**src/rtl/serial_full_subtractor.sv**
```systemverilog
// Bit-serial subtractor: one full-subtractor cell plus a borrow flip-flop,
// producing diff = a - b - bin (mod 2^WIDTH) one bit per cycle, LSB first.
module serial_full_subtractor #(
  parameter int WIDTH = 8
) (
  input  logic             clk,
  input  logic             rst,
  input  logic             start,
  input  logic [WIDTH-1:0] a,
  input  logic [WIDTH-1:0] b,
  input  logic             bin,
  output logic             busy,
  output logic             done,
  output logic [WIDTH-1:0] diff,
  output logic             bout,
  output logic             bit_out,
  output logic             bit_valid,
  output logic [1:0]       state_dbg
);

  // Handshake: start is sampled only in IDLE or DONE; the edge on which it is
  // seen high captures a/b/bin, and done pulses for one cycle when diff/bout
  // hold the new result. start is ignored while busy.

  typedef enum logic [1:0] {
    IDLE = 2'd0,
    RUN  = 2'd1,
    DONE = 2'd2
  } state_t;

  localparam int CW = (WIDTH > 2) ? $clog2(WIDTH) : 1;

  state_t           state, state_nx;
  logic [WIDTH-1:0] a_sr, b_sr, res_sr;
  logic [CW-1:0]    cnt;
  logic             borrow;
  logic             accept;
  logic             last_bit;
  logic             ai, bi, d, br_next;

  always_comb begin
    ai       = a_sr[0];
    bi       = b_sr[0];
    d        = ai ^ bi ^ borrow;
    br_next  = (~ai & bi) | (~(ai ^ bi) & borrow);
    last_bit = (cnt == CW'(WIDTH - 1));
    state_nx = state;
    accept   = 1'b0;
    busy     = 1'b0;
    done     = 1'b0;
    bit_out  = 1'b0;
    case (state)
      IDLE: begin
        if (start) begin
          accept   = 1'b1;
          state_nx = RUN;
        end
      end
      RUN: begin
        busy    = 1'b1;
        bit_out = d;
        if (last_bit) state_nx = DONE;
      end
      DONE: begin
        done = 1'b1;
        if (start) begin
          accept   = 1'b1;
          state_nx = RUN;
        end else begin
          state_nx = IDLE;
        end
      end
      default: state_nx = IDLE;
    endcase
  end

  assign bit_valid = busy;
  assign state_dbg = state;

  always_ff @(posedge clk) begin
    if (rst) begin
      state  <= IDLE;
      a_sr   <= '0;
      b_sr   <= '0;
      res_sr <= '0;
      cnt    <= '0;
      borrow <= 1'b0;
      diff   <= '0;
      bout   <= 1'b0;
    end else begin
      state <= state_nx;
      if (accept) begin
        a_sr   <= a;
        b_sr   <= b;
        borrow <= bin;
        cnt    <= '0;
      end else if (state == RUN) begin
        a_sr   <= a_sr >> 1;
        b_sr   <= b_sr >> 1;
        borrow <= br_next;
        res_sr <= {d, res_sr[WIDTH-1:1]};
        cnt    <= cnt + 1'b1;
        // diff is published only once all bits are resolved.
        if (last_bit) begin
          diff <= {d, res_sr[WIDTH-1:1]};
          bout <= br_next;
        end
      end
    end
  end

endmodule

```
**config.mk**
```make
export PLATFORM = sky130hd
export DESIGN_NAME = serial_full_subtractor
export DESIGN_NICKNAME = d
export VERILOG_FILES = /design/src/rtl/serial_full_subtractor.sv
export SDC_FILE = /design/constraint.sdc
export NUM_CORES = 1
export LEC_CHECK = 0
export ABC_AREA = 1
export BUFFER_PORTS_ARGS = -buffer_cell sky130_fd_sc_hd__buf_2
export CORE_MARGIN = 2
export CORE_UTILIZATION = 54
export DETAILED_ROUTE_END_ITERATION = 8
export GPL_ROUTABILITY_DRIVEN = 0
export GPL_TIMING_DRIVEN = 0
export PLACE_DENSITY = 0.85
export SYNTH_ARGS = -nofsm -noshare
export SYNTH_HDL_FRONTEND = slang
export SYNTH_SLANG_ARGS = --single-unit
```
**constraint.sdc**
```tcl
create_clock -name clk -period 1.3 [get_ports clk]
set_input_delay 0.065 -clock clk [delete_from_list [all_inputs] [get_ports clk]]
set_output_delay 0.065 -clock clk [all_outputs]
set_load 0.005 [all_outputs]
```
# Word level (Yosys, flattened, before mapping)
# Index checks and enable logic that the tools add are counted.
[word_totals] wordCells=44 output_inout_bits=15 inputBits=20 ff_bits=39
[op_classes] mux=15 n_addsub=1 n_eq_ne=5 n_bitwise=8 reduce_logical=7
[op_table] operator="two-way mux 8 bit" n=4
[op_table] operator="two-way mux 1 bit" n=8
[op_table] operator="case mux 2 bit (3 select lines)" n=1
[op_table] operator="two-way mux 2 bit" n=2
[op_table] operator="inequality test 2 bit, second input constant" n=2
[op_table] operator="AND reduction 2 bit" n=2
[op_table] operator="OR reduction 2 bit" n=2
[op_table] operator="adder 3 x 1 -> 3 bit, second input constant" n=1
[op_table] operator="== test 3 bit, second input constant" n=1
[op_table] operator="inverter 1 bit" n=3
[op_table] operator="AND reduction 3 bit" n=1
[op_table] operator="bitwise AND 1 bit" n=2
[op_table] operator="== test 2 x 1 -> 1 bit, second input constant" n=1
[op_table] operator="== test 2 bit, second input constant" n=1
[op_table] operator="logical NOT 2 bit" n=1
[op_table] operator="nonzero test 2 bit" n=1
[op_table] operator="XOR 1 bit" n=2
[op_table] operator="bitwise OR 1 bit" n=1

# Logic depth before layout (Yosys ltp)
# Gate-level depths: netlist (run 1).
[logic_depth] ltp_word=6 depth_mapped=8 mapped_depth_nobuf=8

# Worst setup path before layout (run 1)
# No wires, ideal clock.
[synth_path] kind="reg2reg" from="register cnt[0]" to="register diff[7]" path_stages_with_launch=9 arrival_ns=1.033 path_buffers=0 setup_slack_ns=0.154 period_less_slack_ns=1.146 t_required_ns=1.187 setup_ns=0.113 path_cell_list="dfxtp_1 -> ha_1 -> ha_1 -> inv_1 -> nor2_4 -> nand2_2 -> clkinv_2 -> nand2_1 -> nand2_1"
[synth_between] elab_chain_len=2
[synth_rtl] item="start, declared" line="35" rtl="logic [CW-1:0] cnt;"
[synth_rtl] item="start signal, assigned" line="102" rtl="cnt <= cnt + 1'b1;"
[synth_rtl] item="== test 3 bit" line="46" rtl="last_bit = (cnt == CW'(WIDTH - 1));"
[synth_rtl] item="AND reduction 3 bit (no line)"
[synth_rtl] item="end signal, assigned" line="105" rtl="diff <= {d, res_sr[WIDTH-1:1]};"
[synth_rtl] item="end, declared" line="14" rtl="output logic [WIDTH-1:0] diff,"
# Every way passes these cells.
# A chain may end at the register's enable or synchronous reset.

# Worst setup path in the final report (run 1)
[layout_path] from="register a_sr[0]" to="output bit_out"
[layout_between] elab_chain_len=3
[layout_rtl] item="start, declared" line="34" rtl="logic [WIDTH-1:0] a_sr, b_sr, res_sr;"
[layout_rtl] item="start signal, assigned" line="98" rtl="a_sr <= a_sr >> 1;"
[layout_rtl] item="XOR 1 bit (2 in a row)" line="44" rtl="d = ai ^ bi ^ borrow;"
[layout_rtl] item="via d" line="39" rtl="logic ai, bi, d, br_next;"
[layout_rtl] item="two-way mux 1 bit" line="52" rtl="case (state)"
[layout_rtl] item="end, declared" line="16" rtl="output logic bit_out,"
# The timed path passes the listed nets, and every way through them passes these cells.

==> results.json, run 1 <==
{
  "run_status": "finished, violations left",
  "failing_checks": "setup timing",
  "power_consumption_mw": 2.53,
  "seq_area_frac_synth_pct": 43.3,
  "peakVddDrop_v": 0.000803,
  "worst_skew_pair.late_latency_ns": 0.34,
  "groute.usage.overall_pct": 20.9,
  "syn_to_final_growth_pct": 25.6,
  "vias_in_the_first_global_route": 1352,
  "power_density_nw_per_um2": 1150,
  "required_ns": 1.24,
  "global_route_wire_length_before_repair_um": 5730,
  "synth_top_cells_by_count": "sky130_fd_sc_hd__nand2_1, sky130_fd_sc_hd__nor2_1, sky130_fd_sc_hd__dfxtp_1, sky130_fd_sc_hd__inv_1, sky130_fd_sc_hd__nand3_1",
  "leakagePower_nw": 1.10,
  "cts-buffers-inserted": 5,
  "synth_enable_flop_cells": 0,
  "unrepaired_setup_endpoints_after_global_routing": "yes",
  "boundaryPins": 35,
  "syn-mean-instance-area_um2": 7.44,
  "synthesis.area_um2": 1760,
  "report.final.hold_viol_count": 0,
  "maxSlewViolCount": 0,
  "start_util_pct": 57.1,
  "worst_ep_arrival_time_ns": 1.47,
  "detailedRoute.firstPassIterationCount": 4,
  "fillerInstances": 252,
  "buffer_ports.inserted": 33,
  "clk_transition_reported_paths_ns": 0.12,
  "synth.yosys.warnings": 0,
  "die_outline_area_um2": 3730,
  "dpl_worst_slack_ns": 0.0119,
  "critical_path.top_delay_family": "adder cells",
  "crit_buf_inv": 2,
  "slowest_stage": "sky130_fd_sc_hd__fa_1",
  "clkSinkCount": 38,
  "hpwlAfterDp_um": 2510,
  "setup_tns_ns": -0.262,
  "post-route-drc-count": 0,
  "vias": 1586,
  "least_margin_pin_slew_ns": 0.253,
  "ant_nets": 0,
  "asyncSetResetFlopFracSynth_pct": 0,
  "slew_headroom_pct": 83.1,
  "routed_wl_um": 3770,
  "crit_path_cell_trace": "fa_1 -> nand2_2 -> inv_2 -> buf_6",
  "worst_clock_skew_ns": 0.0186,
  "postSynthNetCount": 259,
  "num-nets-final": 307,
  "cts-htree-levels": 2,
  "critical_path.startpoint_type": "flop",
  "final.min_clock_period_ns": 1.53,
  "synth_top_cell_area_share_pct": 43.3,
  "grt_max_degree": 16,
  "die_x_um": 61.0,
  "critPathKind": "flop to output port",
  "post-route-cell-area_um2": 2210,
  "clockRootBuffer": "sky130_fd_sc_hd__clkbuf_4",
  "dieHeight_um": 61.0,
  "most_used_flip_flop_cell_after_synthesis": "sky130_fd_sc_hd__dfxtp_1",
  "setup_viol_count_final": 2,
  "synth_area_leaders": "sky130_fd_sc_hd__dfxtp_1, sky130_fd_sc_hd__nand2_1, sky130_fd_sc_hd__nor2_1",
  "core-area_um2": 3080,
  "max_cap_viol_count": 0,
  "synth.ff_latch_count": 38,
  "overflow": 0,
  "row_count": 20,
  "grt_antenna_before_repair": 0,
  "cp_slowest_stage_delay_ns": 0.57,
  "post_route_cells_drive_above_1_share_pct": 33.0,
  "finalCritPeriodShare_pct": 118,
  "detailed_route_wire_length_per_cell_um": 11.5,
  "post-synth-top-count-cell": "sky130_fd_sc_hd__nand2_1",
  "cts_max_path_buffers": 2,
  "timing.final.ws_setup_ns": -0.231,
  "hold_path.class": "primary input to flop",
  "crit_path_max_fanout": 2,
  "cts_tree": "done",
  "yosys.cell_types.count": 25,
  "viasPerCell": 4.82,
  "synth_area_leader_cell": "sky130_fd_sc_hd__dfxtp_1",
  "post_dp_cell_area_um2": 1980,
  "fmax_mhz": 653,
  "crit_path_end_kind": "output port",
  "insertedDiodeCount": 0,
  "detailedRoute.firstIterationViolations": 92,
  "final.hold.worst_slack_ns": 0.0354,
  "synthCells": 236
}
[power breakdown]
| group | switching [mW] | internal [mW] |
|---|---|---|
| Clock | 0.369 | 0.408 |
| Sequential | 0.0426 | 1.24 |
| Combinational | 0.264 | 0.207 |
[final cells by class]
cell class | count | area, um2 | area share [%]
plain buffers | 9 | 77.6 | 3.52
clock inverters | 1 | 30.0 | 1.36
multi-input cells | 153 | 795 | 36.0
clock buffers | 7 | 45.0 | 2.04
repair buffers | 42 | 273 | 12.4
well taps | 44 | 55.1 | 2.50
flip-flops and latches | 38 | 769 | 34.9
inverters | 35 | 161 | 7.32
[logic make-up after synthesis]
group | after synthesis | synth area share (%)
flip-flops | 38 | 43.3
buffers and inverters | 45 | 12.7
adder cells (fa/ha/maj) | 3 | 2.56
XOR/XNOR | 1 | 0.499
AND/OR/NAND/NOR | 117 | 30.6
AO/OA/AOI/OAI | 32 | 10.4
[layer usage]
layer,routed length (um),share of wire (%),vias up,track usage [%]
li1,-,-,823,-
met1,1630,43,712,26.3
met2,1880,50,48,35.4
met3,229,6.1,3,4.41
met4,33,0.87,0,7.45
met5,0,0,-,0
[worst min-delay path: stages]
cell and delay [ns]:
sky130_fd_sc_hd__buf_2 0.10, sky130_fd_sc_hd__inv_1 0.04, sky130_fd_sc_hd__nand2_1 0.04, sky130_fd_sc_hd__nand2_1 0.05, sky130_fd_sc_hd__a21oi_1 0.05
[final timing paths]
check / startpoint / end / slack, ns / cells after the start
worst max-delay path: a_sr[0]$_SDFFE_PP0P_ / bit_out / -0.23 / 4
worst max register to register: a_sr[0]$_SDFFE_PP0P_ / res_sr[7]$_SDFFE_PP0P_ / -0.03 / 4
worst min register to register: res_sr[6]$_SDFFE_PP0P_ / diff[5]$_SDFFE_PP0P_ / 0.47 / 2
worst min-delay path: a[6] / a_sr[6]$_SDFFE_PP0P_ / 0.04 / 5
[cells in the final DEF, fill, tap and decap left out, types with 5 or more instances in the layout]
cell type and count:
sky130_fd_sc_hd__nand2_1 46, sky130_fd_sc_hd__buf_2 36, sky130_fd_sc_hd__dfxtp_1 31, sky130_fd_sc_hd__inv_2 5, sky130_fd_sc_hd__inv_1 23, sky130_fd_sc_hd__buf_4 6, sky130_fd_sc_hd__nand3_1 17, sky130_fd_sc_hd__a21oi_1 8
sky130_fd_sc_hd__o21ai_0 16, sky130_fd_sc_hd__dfxtp_2 7, sky130_fd_sc_hd__clkbuf_4 5, sky130_fd_sc_hd__nor2_1 43, sky130_fd_sc_hd__inv_4 5
[what timing repair did]
action                                 CTS  global route
hold buffers                             2             0
pin swaps                                3             4
setup endpoints to repair                3            28
resized for setup                        7            21
setup buffers                            3             3
gates cloned                             0             1
endpoints found under the hold margin    2             0
[stage by stage]
step,utilization [%],std cells
finish,71.7,329
global route,71.7,329
CTS,68.2,325
detailed placement,64.2,313
global placement,64.2,313
floorplan,-,236
[flip-flops by register name (all words and copies together) (netlist names)]
| name | cells |
|---|---|
| diff | 8 |
| res_sr | 7 |
| bout | 1 |
| cnt | 3 |
| b_sr | 8 |
| state_dbg | 2 |
| borrow | 1 |
| a_sr | 8 |
Power figures use the tool's default switching activity.
==> run 2: changes to the inputs <==
Settings changed: ABC_AREA 1 to 0, CORE_UTILIZATION 54 to 52, PLACE_DENSITY 0.85 to 0.84.
==> run 2 against run 1 <==
  * The flow finishes with violations (DRC, setup timing)
  * Largest power group unchanged
  * Hold slack got worse by 0.029 ns
  * Clock power fell by 26%
  * Flip-flop and latch count did not move
  * Power fell by 12%
  * Synthesized area fell by 12%
==> results.json, run 2 <==
{
  "vias": 1474,
  "critPathMostFrequentCell": "sky130_fd_sc_hd__inv_2",
  "multiInputGateArea_um2": 712,
  "worst_clock_skew_ns": 0.00720,
  "insertedDiodeCount": 0,
  "boundaryPins": 35,
  "fillerInstances": 207,
  "detailed_route_wire_length_per_cell_um": 14.5,
  "grt_antenna_before_repair": 0,
  "post_route_cells_drive_above_1_share_pct": 34.3,
  "cellInternalPower_mw": 1.62,
  "vias_in_the_first_global_route": 1324,
  "synth_xor_xnor_area_share_pct": 0.564,
  "synth_compound_gate_area_share_pct": 17.0,
  "cts_max_path_buffers": 2,
  "leading_cell_types_in_the_layout_fill_and_taps_excluded": "sky130_fd_sc_hd__nand2_1, sky130_fd_sc_hd__buf_2, sky130_fd_sc_hd__dfxtp_1",
  "hpwlAfterDp_um": 2330,
  "slowest_stage": "sky130_fd_sc_hd__fa_1",
  "leakagePower_nw": 0.824,
  "post-route-cell-area_um2": 2020,
  "rr_startpoint": "borrow$_SDFFE_PP0P_",
  "fmax_mhz": 631,
  "detailedRoute.firstPassIterationCount": 6,
  "cts-htree-levels": 2,
  "syn-mean-instance-area_um2": 8.78,
  "finalCritPeriodShare_pct": 122,
  "worst_skew_pair.late_latency_ns": 0.35,
  "synth.mux.area_fraction_pct": 1.93,
  "final.hold.worst_slack_ns": 0.00601,
  "swShare_pct": 27.3,
  "slew_headroom_pct": 60.3,
  "report.final.hold_viol_count": 0,
  "most_used_flip_flop_cell_after_synthesis": "sky130_fd_sc_hd__dfxtp_1",
  "core-area_um2": 2810,
  "combinationalPowerShare_pct": 18.0,
  "crit_path_cell_trace": "inv_2 -> fa_1 -> nand2_2 -> inv_2 -> buf_2",
  "synthesis.area_um2": 1550,
  "power_density_nw_per_um2": 1100,
  "synth_top_cells_by_count": "sky130_fd_sc_hd__dfxtp_1, sky130_fd_sc_hd__nand2_1, sky130_fd_sc_hd__a21oi_1, sky130_fd_sc_hd__nor3_1, sky130_fd_sc_hd__nand3_1",
  "run_status": "finished, violations left",
  "power_frac_clock_pct": 25.7,
  "critPathKind": "flop to output port",
  "unrepaired_setup_endpoints_after_global_routing": "yes",
  "peakVddDrop_v": 0.000720,
  "cp_slowest_stage_delay_ns": 0.55,
  "die_outline_area_um2": 3440,
  "groute.usage.overall_pct": 23.2,
  "synth.ff_latch_count": 38,
  "power_switching_mw": 0.610,
  "post_dp_cell_area_um2": 1760,
  "clkSinkCount": 38,
  "ant_nets": 0,
  "detailedRoute.firstIterationViolations": 75,
  "cts-buffers-inserted": 5,
  "overflow": 0,
  "synth_area_leaders": "sky130_fd_sc_hd__dfxtp_1, sky130_fd_sc_hd__nand2_1, sky130_fd_sc_hd__a21oi_1",
  "start_util_pct": 55.4,
  "critical_path.top_delay_family": "adder cells",
  "worst_ep_arrival_time_ns": 1.52,
  "yosys.area_share.adder_pct": 2.90,
  "synth_enable_flop_cells": 0,
  "power_consumption_mw": 2.23,
  "cts_tree": "done",
  "clk_transition_reported_paths_ns": 0.11,
  "setup_viol_count_final": 2,
  "synth_top_cell_area_share_pct": 49.0,
  "row_count": 19,
  "die_x_um": 58.7,
  "least_margin_pin_slew_ns": 0.596,
  "buffer_ports.inserted": 33,
  "routed_wl_um": 3830,
  "critical_path.startpoint_type": "flop",
  "timing.final.ws_setup_ns": -0.284,
  "hp-start": "b[2]",
  "share_of_power_burned_in_registers_pct": 56.3,
  "post-synth-top-count-cell": "sky130_fd_sc_hd__dfxtp_1",
  "synth_area_in_simple_gates_pct": 20.9,
  "asyncSetResetFlopFracSynth_pct": 0,
  "hold_path.class": "primary input to flop",
  "failing_checks": "DRC, setup timing",
  "clockRootBuffer": "sky130_fd_sc_hd__clkbuf_4",
  "yosys.cell_types.count": 26,
  "viasPerCell": 5.58,
  "synthCells": 177,
  "post-route-drc-count": 2,
  "crit_buf_inv": 3,
  "largest_family_of_logic_cells_by_synthesized_area": "simple AND/OR/NAND/NOR gates",
  "crit_path_max_fanout": 2,
  "area.sequential_um2": 771,
  "global_route_wire_length_before_repair_um": 5870,
  "reg.largest.list": "a_sr x8, b_sr x8, diff x8",
  "worst_r2r_path_depth": 5,
  "dieHeight_um": 58.7,
  "max_cap_viol_count": 0,
  "postSynthNetCount": 200,
  "synth_area_leader_cell": "sky130_fd_sc_hd__dfxtp_1",
  "rrSetupSlack_ns": -0.01,
  "crit_path_end_kind": "output port",
  "seq_area_frac_synth_pct": 49.0,
  "required_ns": 1.24,
  "timing.rr.end": "diff[7]$_SDFFE_PP0P_",
  "num-nets-final": 256,
  "hold_path_depth": 3,
  "final.min_clock_period_ns": 1.58,
  "min_to": "b_sr[2]$_SDFFE_PP0P_",
  "maxSlewViolCount": 0,
  "grt_max_degree": 11,
  "syn_to_final_growth_pct": 30.1,
  "synth.yosys.warnings": 0,
  "layout.core_utilization_pct": 72.1
}
## run 2: cell count changes after synthesis, sizes merged, moves of 3 or more
cell	change
mux2i	+3
clkbuf	+3
a21oi	+8
o21ai	-20
nor3	+14
o22ai	+6
nand2	-18
a311oi	+8
nand3	-6
inv	-29
buf	+3
nor2	-38
## run 2: final cells by class
type	count	share of cell area [%]
buffer	16	6.06
clock buffer	7	2.23
inverter	4	0.866
multi-input combinational	119	35.2
sequential	38	38.1
tap	31	1.92
timing repair buffer	49	15.6
## run 2: metal layers
layer	up-vias	wire length [um]	track usage, %
li1	731	-	-
met1	700	1700	31.5
met2	33	1880	35.2
met3	10	175	5.49
met4	0	74	10.7
met5	-	0	0
## run 2: logic make-up (layout without fill, tap and decap cells)
family,Yosys count,count (layout)
adders and majority gates,3,3
and+or+nand+nor,74,74
muxes,3,3
xor gates and xnor gates,1,1
buffers and inverters,20,76
AOI/OAI and AO/OA,38,38
DFF,38,38
## run 2: worst max path at each step
stage | from | end | slack (ns) | cells past startpoint
final | borrow$_SDFFE_PP0P_ | bit_out | -0.28 | 5
after global placement | cnt[0]$_SDFFE_PP0N_ | state_dbg[0]$_SDFFE_PP0P_ | -0.09 | 5
after global routing | borrow$_SDFFE_PP0P_ | bit_out | -0.33 | 5
after floorplan | cnt[0]$_SDFFE_PP0N_ | state_dbg[0]$_SDFFE_PP0P_ | 0.08 | 5
after detailed placement | cnt[0]$_SDFFE_PP0N_ | state_dbg[0]$_SDFFE_PP0P_ | -0.11 | 5
after CTS | borrow$_SDFFE_PP0P_ | bit_out | -0.29 | 5
## run 2: power groups by stage
stage / logic [mW] / registers, mW / clock network (mW)
floorplan: 0.231 / 1.27 / 0
global placement: 0.316 / 1.28 / 0
detailed placement: 0.324 / 1.28 / 0
CTS: 0.362 / 1.25 / 0.580
global route: 0.434 / 1.26 / 0.624
finish: 0.403 / 1.26 / 0.574
## run 2: repair_timing
| action | CTS | global route |
|---|---|---|
| pin swaps | 2 | 4 |
| cloned | 0 | 0 |
| buffers inserted | 5 | 3 |
| resized for setup | 9 | 18 |
| setup endpoints to repair | 13 | 21 |
| hold buffers | 7 | 1 |
| hold endpoints to repair | 7 | 1 |
## run 2: per-stage QoR
stage / setup TNS [ns] / std cells / setup WS [ns]
floorplan: 0 / 177 / 0.0812
global placement: -0.701 / 241 / -0.0910
detailed placement: -0.817 / 241 / -0.113
CTS: -0.291 / 260 / -0.291
global route: -0.413 / 264 / -0.328
finish: -0.297 / 264 / -0.284
## run 2: worst reg2reg max path: stages (launching register included)
cell and delay [ns]:
sky130_fd_sc_hd__dfxtp_2 0.35, sky130_fd_sc_hd__inv_2 0.04, sky130_fd_sc_hd__fa_1 0.55, sky130_fd_sc_hd__buf_4 0.13
sky130_fd_sc_hd__nand3_2 0.07, sky130_fd_sc_hd__a21oi_2 0.12
==> run 3: changes to the inputs <==
Settings changed: REMOVE_ABC_BUFFERS from default to 1, SLEW_MARGIN from default to 20.
==> run 3 against run 2 <==
  * The run still ends with DRC, setup timing left
  * First-iteration DRC count fell by 52%
  * Routed wire length decreased by 9.6%
  * Register-to-register slack improved by 0.10 ns
  * Global-route usage shrank 2.0 points
  * Non-clock buffer count is 18 lower
  * Highest routed layer unchanged
  * Utilization decreased by 3.4 points
  * Maximum frequency is 4.8% higher
  * Die area stayed put
  * Largest cell class unchanged
  * Clock power increased by 9.8%
  * Critical endpoint unchanged
==> results.json, run 3 (synthesis gave the netlist of run 2 again) <==
{
  "cts_max_path_buffers": 2,
  "required_ns": 1.24,
  "clkSinkCount": 38,
  "syn_to_final_growth_pct": 24.0,
  "detailedRoute.firstIterationViolations": 36,
  "crit_path_end_kind": "output port",
  "grt_max_degree": 39,
  "peakVddDrop_v": 0.000728,
  "finalCritPeriodShare_pct": 116,
  "die_outline_area_um2": 3440,
  "run_status": "finished, violations left",
  "overflow": 0,
  "insertedDiodeCount": 0,
  "power_consumption_mw": 2.22,
  "detailed_route_wire_length_per_cell_um": 13.9,
  "die_x_um": 58.7,
  "reg.largest.list": "a_sr x8, b_sr x8, diff x8",
  "groute.usage.overall_pct": 21.2,
  "crit_path_cell_trace": "fa_1 -> nand2_2 -> inv_2 -> buf_2",
  "maxSlewViolCount": 0,
  "slowest_stage": "sky130_fd_sc_hd__fa_1",
  "final.hold.worst_slack_ns": 0.0137,
  "detailedRoute.firstPassIterationCount": 6,
  "timing.final.ws_setup_ns": -0.212,
  "grt_antenna_before_repair": 0,
  "post-route-drc-count": 2,
  "crit_path_max_fanout": 2,
  "cts-buffers-inserted": 5,
  "buffer_ports.inserted": 34,
  "worst_clock_skew_ns": 0.00686,
  "unrepaired_setup_endpoints_after_global_routing": "yes",
  "cp_slowest_stage_delay_ns": 0.57,
  "routed_wl_um": 3460,
  "boundaryPins": 35,
  "multiInputGateArea_um2": 734,
  "fmax_mhz": 661,
  "critical_path.top_delay_family": "adder cells",
  "leading_cell_types_in_the_layout_fill_and_taps_excluded": "sky130_fd_sc_hd__nand2_1, sky130_fd_sc_hd__buf_2, sky130_fd_sc_hd__dfxtp_1",
  "hold_path.class": "primary input to flop",
  "core-area_um2": 2810,
  "crit_buf_inv": 2,
  "least_margin_pin_slew_ns": 0.716,
  "post-place-cells": 226,
  "area.sequential_um2": 772,
  "critPathKind": "flop to output port",
  "setup_viol_count_final": 1,
  "worst_ep_arrival_time_ns": 1.45,
  "worst_skew_pair.late_latency_ns": 0.34,
  "vias_in_the_first_global_route": 1262,
  "report.final.hold_viol_count": 0,
  "clk_transition_reported_paths_ns": 0.10,
  "cts_tree": "done",
  "viasPerCell": 5.53,
  "power_density_nw_per_um2": 1150,
  "slew_headroom_pct": 52.3,
  "leakagePower_nw": 0.772,
  "fillerInstances": 226,
  "start_util_pct": 55.4,
  "failing_checks": "DRC, setup timing",
  "cts-htree-levels": 2,
  "num-nets-final": 240,
  "hpwlAfterDp_um": 1840,
  "vias": 1378,
  "critical_path.startpoint_type": "flop",
  "global_route_wire_length_before_repair_um": 5560,
  "post_route_cells_drive_above_1_share_pct": 33.5,
  "dpl_worst_slack_ns": -1.00,
  "final_cells": 249,
  "clockRootBuffer": "sky130_fd_sc_hd__clkbuf_4",
  "ant_nets": 0,
  "final.min_clock_period_ns": 1.51,
  "dieHeight_um": 58.7,
  "max_cap_viol_count": 0,
  "row_count": 19
}
[run 3: cell count changes in the layout (fill, tap and decap cells not counted), sizes merged]
| cell | previous run | this run |
|---|---|---|
| clkinv | 0 | 1 |
| nand2b | 2 | 3 |
| clkbuf | 12 | 7 |
| inv | 4 | 5 |
| buf | 52 | 43 |
| dlygate4sd3 | 8 | 4 |
[run 3: power breakdown]
group	switching [mW]	leakage, nW	internal, mW
combinational	0.186	0.424	0.140
clock	0.367	0.0353	0.262
sequential	0.0376	0.313	1.22
[run 3: tightest hold or removal path: stages]
cell,delay [ns]
sky130_fd_sc_hd__buf_2,0.09
sky130_fd_sc_hd__nor2_1,0.09
sky130_fd_sc_hd__a311oi_1,0.05
[run 3: final cells by class]
type / count / share of cell area, %
Tap cell: 31 / 2.01
Sequential cell: 38 / 40.1
Inverter: 4 / 1.43
Clock inverter: 1 / 0.260
Timing Repair Buffer: 47 / 14.8
Multi-Input combinational cell: 120 / 38.1
Timing Repair inverter: 1 / 0.455
Clock buffer: 7 / 2.86
[run 3: through the flow]
stage / area, um2 / setup TNS (ns) / utilization (%)
after floorplan: 1450 / -15.10 / -
after global placement: 1660 / -31.94 / 59.1
after detailed placement: 1660 / -33.67 / 59.1
after CTS: 1860 / -0.281 / 66.2
after global routing: 1930 / -0.291 / 68.7
final: 1930 / -0.212 / 68.7
[run 3: repair_timing]
action | 4_1_cts | 5_1_grt
hold buffers | 4 | 0
gates cloned | 1 | 1
resized for setup | 15 | 13
buffers inserted | 6 | 3
setup endpoints to repair | 41 | 27
pin swaps | 1 | 0
hold endpoints to repair | 4 | 0
[run 3: layer usage]
layer	up-vias	GRT usage, %	wire (um)
met5	-	0	0
met4	0	5.84	32
met3	6	7.91	188
met2	39	35.2	1680
met1	636	26.0	1560
li1	697	-	-
[run 3: final timing paths]
path | start | end | slack [ns] | depth (start not counted)
max reg2reg | state_dbg[1]$_SDFFE_PP0P_ | b_sr[5]$_SDFFE_PP0P_ | 0.09 | 4
min reg2reg | diff[0]$_SDFFE_PP0P_ | diff[0]$_SDFFE_PP0P_ | 0.46 | 2
min | b[3] | b_sr[3]$_SDFFE_PP0P_ | 0.01 | 3
max | a_sr[0]$_SDFFE_PP0P_ | bit_out | -0.21 | 4
